File: src/rtl/bc_to_num_if.sv
// Module stream in, decoded digit slot out, for the Code 128 symbol receiver.
interface bc_to_num_if;
    logic       mod_valid;
    logic       mod_bit;
    logic [3:0] digit;
    logic       digit_valid;
    logic       digit_ready;
    logic       sym_err;
    logic       overrun;
    logic       busy;

    // Sampler/consumer side: drives modules and ready, observes the slot.
    modport master (
        output mod_valid,
        output mod_bit,
        output digit_ready,
        input  digit,
        input  digit_valid,
        input  sym_err,
        input  overrun,
        input  busy
    );

    // Receiver side.
    modport slave (
        input  mod_valid,
        input  mod_bit,
        input  digit_ready,
        output digit,
        output digit_valid,
        output sym_err,
        output overrun,
        output busy
    );
endinterface

File: src/rtl/bc_to_num.sv
// Serial Code 128 symbol receiver: frames 11-module symbols, decodes digits 0-9
// into a one-entry valid/ready slot, flags bad patterns, timeouts and overruns.
module bc_to_num #(
    parameter int unsigned TIMEOUT = 64
) (
    input  logic        clk,
    input  logic        rst,
    bc_to_num_if.slave  bus
);

    typedef enum logic [0:0] {
        ST_IDLE = 1'b0,
        ST_RECV = 1'b1
    } state_t;

    // Counter is sized to hold TIMEOUT itself; a disabled timeout keeps a 1-bit stub.
    localparam int unsigned   TW        = (TIMEOUT > 32'd0) ? $clog2(TIMEOUT + 32'd1) : 1;
    localparam logic [TW-1:0] TMO_LIMIT = TW'(TIMEOUT);
    localparam logic [TW-1:0] TMO_ONE   = TW'(1);
    localparam logic [3:0]    CNT_ONE   = 4'd1;
    localparam logic [3:0]    CNT_LAST  = 4'd10;

    // Exact-match lookup; bit 4 of the result is the hit flag, bits 3:0 the digit.
    function automatic logic [4:0] decode_sym(input logic [10:0] word);
        logic [4:0] res;
        res = 5'b0_0000;
        case (word)
            11'b11011001100: res = {1'b1, 4'd0};
            11'b11001101100: res = {1'b1, 4'd1};
            11'b11001100110: res = {1'b1, 4'd2};
            11'b10010011000: res = {1'b1, 4'd3};
            11'b10010001100: res = {1'b1, 4'd4};
            11'b10001001100: res = {1'b1, 4'd5};
            11'b10011001000: res = {1'b1, 4'd6};
            11'b10011000100: res = {1'b1, 4'd7};
            11'b10001100100: res = {1'b1, 4'd8};
            11'b11001001000: res = {1'b1, 4'd9};
            default:         res = 5'b0_0000;
        endcase
        return res;
    endfunction

    state_t        state_q, state_d;
    logic [3:0]    cnt_q, cnt_d;
    logic [9:0]    shreg_q, shreg_d;
    logic [TW-1:0] tmo_q, tmo_d;
    logic [3:0]    digit_q, digit_d;
    logic          digit_valid_q, digit_valid_d;
    logic          sym_err_q, sym_err_d;
    logic          overrun_q, overrun_d;
    logic          busy_q, busy_d;

    logic [10:0]   word_s;
    logic [TW-1:0] tmo_inc_s;
    logic          sym_done_s;
    logic          tmo_hit_s;
    logic [4:0]    dec_s;
    logic          accept_s;

    // State register and all output flops, synchronous reset clears everything.
    always_ff @(posedge clk) begin
        if (rst) begin
            state_q       <= ST_IDLE;
            cnt_q         <= 4'd0;
            shreg_q       <= 10'd0;
            tmo_q         <= '0;
            digit_q       <= 4'd0;
            digit_valid_q <= 1'b0;
            sym_err_q     <= 1'b0;
            overrun_q     <= 1'b0;
            busy_q        <= 1'b0;
        end else begin
            state_q       <= state_d;
            cnt_q         <= cnt_d;
            shreg_q       <= shreg_d;
            tmo_q         <= tmo_d;
            digit_q       <= digit_d;
            digit_valid_q <= digit_valid_d;
            sym_err_q     <= sym_err_d;
            overrun_q     <= overrun_d;
            busy_q        <= busy_d;
        end
    end

    // Next-state: symbol framing, module shifting and inter-strobe timeout.
    always_comb begin
        state_d    = state_q;
        cnt_d      = cnt_q;
        shreg_d    = shreg_q;
        tmo_d      = tmo_q;
        sym_done_s = 1'b0;
        tmo_hit_s  = 1'b0;
        word_s     = {shreg_q, bus.mod_bit};
        tmo_inc_s  = tmo_q + TMO_ONE;
        case (state_q)
            ST_IDLE: begin
                tmo_d = '0;
                // A leading bar starts a symbol; spaces are quiet zone.
                if (bus.mod_valid && bus.mod_bit) begin
                    state_d = ST_RECV;
                    cnt_d   = CNT_ONE;
                    shreg_d = 10'd1;
                end else begin
                    state_d = ST_IDLE;
                end
            end
            ST_RECV: begin
                if (bus.mod_valid) begin
                    tmo_d   = '0;
                    shreg_d = word_s[9:0];
                    if (cnt_q == CNT_LAST) begin
                        sym_done_s = 1'b1;
                        state_d    = ST_IDLE;
                        cnt_d      = 4'd0;
                    end else begin
                        cnt_d = cnt_q + CNT_ONE;
                    end
                end else if ((TIMEOUT != 32'd0) && (tmo_inc_s == TMO_LIMIT)) begin
                    tmo_hit_s = 1'b1;
                    state_d   = ST_IDLE;
                    cnt_d     = 4'd0;
                    shreg_d   = 10'd0;
                    tmo_d     = '0;
                end else begin
                    tmo_d = tmo_inc_s;
                end
            end
            default: begin
                state_d = ST_IDLE;
                cnt_d   = 4'd0;
                shreg_d = 10'd0;
                tmo_d   = '0;
            end
        endcase
    end

    // Outputs: decode on the 11th module and manage the single-entry digit slot.
    always_comb begin
        dec_s         = decode_sym(word_s);
        accept_s      = digit_valid_q && bus.digit_ready;
        digit_d       = digit_q;
        digit_valid_d = digit_valid_q;
        sym_err_d     = 1'b0;
        overrun_d     = 1'b0;
        if (sym_done_s && dec_s[4]) begin
            // Loading over an accepted digit keeps valid high with no bubble.
            if (!digit_valid_q || bus.digit_ready) begin
                digit_d       = dec_s[3:0];
                digit_valid_d = 1'b1;
            end else begin
                overrun_d = 1'b1;
            end
        end else begin
            if (accept_s) begin
                digit_valid_d = 1'b0;
            end else begin
                digit_valid_d = digit_valid_q;
            end
            if (sym_done_s || tmo_hit_s) begin
                sym_err_d = 1'b1;
            end else begin
                sym_err_d = 1'b0;
            end
        end
        busy_d = (state_d == ST_RECV);
    end

    assign bus.digit       = digit_q;
    assign bus.digit_valid = digit_valid_q;
    assign bus.sym_err     = sym_err_q;
    assign bus.overrun     = overrun_q;
    assign bus.busy        = busy_q;

endmodule

File: src/flat_wrapper.sv
// flat-port wrapper written by rule: the top's interface ports become plain ports
module bc_to_num_flat 
#(
    parameter int unsigned TIMEOUT = 64
)
  (clk, rst, bus_mod_valid, bus_mod_bit, bus_digit_ready, bus_digit, bus_digit_valid, bus_sym_err, bus_overrun, bus_busy);
  bc_to_num_if bus_i ();
  input  logic clk;
  input  logic rst;
  input wire logic [$bits(bus_i.mod_valid)-1:0] bus_mod_valid;
  input wire logic [$bits(bus_i.mod_bit)-1:0] bus_mod_bit;
  input wire logic [$bits(bus_i.digit_ready)-1:0] bus_digit_ready;
  output wire logic [$bits(bus_i.digit)-1:0] bus_digit;
  output wire logic [$bits(bus_i.digit_valid)-1:0] bus_digit_valid;
  output wire logic [$bits(bus_i.sym_err)-1:0] bus_sym_err;
  output wire logic [$bits(bus_i.overrun)-1:0] bus_overrun;
  output wire logic [$bits(bus_i.busy)-1:0] bus_busy;
  assign bus_i.mod_valid = bus_mod_valid;
  assign bus_i.mod_bit = bus_mod_bit;
  assign bus_i.digit_ready = bus_digit_ready;
  assign bus_digit = bus_i.digit;
  assign bus_digit_valid = bus_i.digit_valid;
  assign bus_sym_err = bus_i.sym_err;
  assign bus_overrun = bus_i.overrun;
  assign bus_busy = bus_i.busy;
  bc_to_num #(.TIMEOUT(TIMEOUT)) u_core (.clk(clk), .rst(rst), .bus(bus_i));
endmodule
File: config.mk
export PLATFORM = sky130hd
export DESIGN_NAME = bc_to_num_flat
export DESIGN_NICKNAME = d
export VERILOG_FILES = /design/src/rtl/bc_to_num_if.sv /design/src/rtl/bc_to_num.sv /design/src/flat_wrapper.sv
export SDC_FILE = /design/constraint.sdc
export NUM_CORES = 1
export LEC_CHECK = 0
export ABC_AREA = 1
export ABC_CLOCK_PERIOD_IN_PS = 2500
export CORE_MARGIN = 1
export CORE_UTILIZATION = 25
export CTS_CLUSTER_SIZE = 25
export DETAILED_ROUTE_END_ITERATION = 10
export GPL_TIMING_DRIVEN = 0
export SYNTH_ARGS = -nofsm -noshare
export SYNTH_HDL_FRONTEND = slang
export SYNTH_SLANG_ARGS = --single-unit
File: constraint.sdc
create_clock -name clk -period 2.5 [get_ports clk]
set_input_delay 0.5 -clock clk [delete_from_list [all_inputs] [get_ports clk]]
set_output_delay 0.5 -clock clk [all_outputs]
set_load 0.02 [all_outputs]
==> summary.txt <==
Outcome - finished, final reports clean
Syn avg cell area - 7.01 um2
Die width - 81.6 um
Tmin final - 1860 ps
Crit path max-delay family - buffers and inverters
Crit path to - bus_busy
CP max-delay cell - clkdlybuf4s50_1
Overflow after GRT - 0
Initial DRC Count - 47
Clk pin slew, worst setup/hold paths - 60 ps
DR vias - 1394
Required @ worst endpoint - 2000 ps
Part of the Yosys area used for sequential elements - 36.6%
CTS tree - built
Most frequent cells in the layout - nand2_1, dfxtp_1, inv_1, nor2_1
H-tree depth - 2
Critical path fanouts, max - 7
Critical Path Source Type - flop
Crit share post-route - 74.5%
# clock sinks - 29
Chip height - 81.6 um
Average wire per standard cell - 9.23 um
Min-delay worst type - flop to flop
Top Ports - 13
Origin of the worst setup path - u_core.bus.busy$_SDFF_PP0_
Setup TNS Final - 0 ps
Synth Cell Area - 0.00159 mm2
Share of layout cells above drive strength 1 - 15.9%
Final setup violation count - 0
Setup slack, reg-to-reg - 750 ps
Antenna viol nets, final - 0
Total wire length - 2960 um
Endpoints failing hold - 0
First-pass DRT Iterations - 4
Skew-Pair Late Insertion Delay - 280 ps
Cells after Synth - 226
#FFs+latches synth - 29
Clock Tree Buf Depth - 2
Synth-to-Final Area Change - 18.5%
Fin nets - 254
RSZ-0062 raised after global routing - no
Worst slew pin tran - 662 ps
Final GP Congestion - 0.773
CP max stage delay - 650 ps
CP arrival - 1360 ps
CTS buffer count - 5
DIE AREA - 0.00666 mm2
Final hold slack - 472 ps
CTS Hold Bufs - 0
Initial core utilization - 26.3%
PortBufs - 12
Peak Freq - 537 MHz
Commonest non-fill, non-tap cell in the layout - nand2_1
Depth of the worst register-to-register path - 12
DRC - 0
WP buf/inv - 1
Reg2reg start - u_core.tmo_q[0]$_SDFF_PP0_
Final Skew - 4.70 ps
Kind of critical path - flop to output pin
Relative slew slack - 55.9%
Peak supply drop - 0.211 mV
Wire length of the first global-routing pass - 5310 um
Reg-to-Reg End - u_core.shreg_q[7]$_SDFFE_PP0P_
Via density per instance - 4.34
FP Rows - 28
Post-CTS Setup Repair Bufs - 0
Crit-path cells - clkdlybuf4s50_1
Hpwl dp - 2300 um
Pwr dens - 475 mW/mm2
Global-route usage over all layers - 10.4%
Net Count, Synth - 235
Initial antenna violation count - 0
Maxcap violations - 0
# diodes - 0
Clk root buf - clkbuf_8
HP Start - u_core.tmo_q[0]$_SDFF_PP0_
Largest net degree at the start of global routing - 11
Post-synth cell types - 30
Crit. path cell count - 1
Vias in the first global route - 1301
Synth warn - 0
Crit. End Element - output pin
Post_cts resized - 0
Pleak - 0.000739 uW
Max-slew violation count - 0
Core area - 0.00603 mm2
layer usage:
metal  vias to the layer above  track usage [%]  part of all wire (%)
li1                        753                -                     -
met1                       616             12.6                    51
met2                        18             16.7                    43
met3                         7             3.33                   3.2
met4                         0             4.74                   2.0
met5                         -                0                     0
registers in the layout (all words and copies together) (netlist names):
signal	cells
u_core.bus.busy	1
u_core.bus.digit	4
u_core.bus.digit_valid	1
u_core.bus.overrun	1
u_core.bus.sym_err	1
u_core.cnt_q	4
u_core.shreg_q	10
u_core.tmo_q	7
cell usage after synthesis (all sizes together):
cell type | n | area [um2]
o21ai | 6 | 33.8
clkinv | 4 | 15.0
clkbuf | 1 | 3.75
a31oi | 1 | 6.26
o2111ai | 3 | 26.3
nor3 | 3 | 15.0
nand4 | 4 | 25.0
xor2 | 2 | 17.5
a21oi | 16 | 118
inv | 32 | 120
dfxtp | 29 | 581
ha | 4 | 50.1
nand2 | 67 | 289
nand3 | 13 | 70.1
o21bai | 1 | 11.3
o21a | 1 | 7.51
o211ai | 2 | 20.0
xnor2 | 2 | 17.5
buf | 1 | 11.3
and2 | 2 | 12.5
nor2 | 32 | 135
worst min path at each step:
stage,end,slack [ps],cells past startpoint
finish,u_core.tmo_q[0]$_SDFF_PP0_,470,1
global route,u_core.tmo_q[0]$_SDFF_PP0_,520,1
CTS,u_core.tmo_q[0]$_SDFF_PP0_,480,1
detailed placement,u_core.tmo_q[0]$_SDFF_PP0_,470,1
global placement,u_core.tmo_q[0]$_SDFF_PP0_,450,1
floorplan,u_core.tmo_q[0]$_SDFF_PP0_,430,1
cell type report:
cell class | instances | area (um2)
fillers | 677 | 4150
multi-input cells | 159 | 855
flip-flops and latches | 29 | 581
inverters | 36 | 135
repair buffers | 12 | 120
well taps | 75 | 93.8
clock buffers | 8 | 80.1
plain buffers | 2 | 15.0
stage by stage:
step | utilization [%] | setup slack, ps | instances | power [uW] | area, um2
3_3_place_gp | 29.9 | 409 | 313 | 539 | 1800
2_1_floorplan | - | 927 | 226 | 518 | 1590
6_report | 31.2 | 637 | 321 | 893 | 1880
3_5_place_dp | 29.9 | 384 | 313 | 540 | 1800
4_1_cts | 31.2 | 633 | 321 | 908 | 1880
5_1_grt | 31.2 | 469 | 321 | 930 | 1880
power breakdown:
group | total (uW) | leakage, uW | switching [uW] | internal (uW)
Combinational | 55.8 | 0.000465 | 35.5 | 20.3
Sequential | 473 | 0.000234 | 6.02 | 467
Clock | 364 | 0.0000395 | 167 | 197
cells by family (layout without fill, tap and decap cells):
kind of cell	Yosys count	in the layout	synth area share, %
and+or+nand+nor	121	121	34.5
buffers and inverters	38	58	9.47
AOI/OAI and AO/OA	30	30	14.0
DFF	29	29	36.6
adders and majority gates	4	4	3.16
xor gates and xnor gates	4	4	2.21
Power figures use the tool's default switching activity.
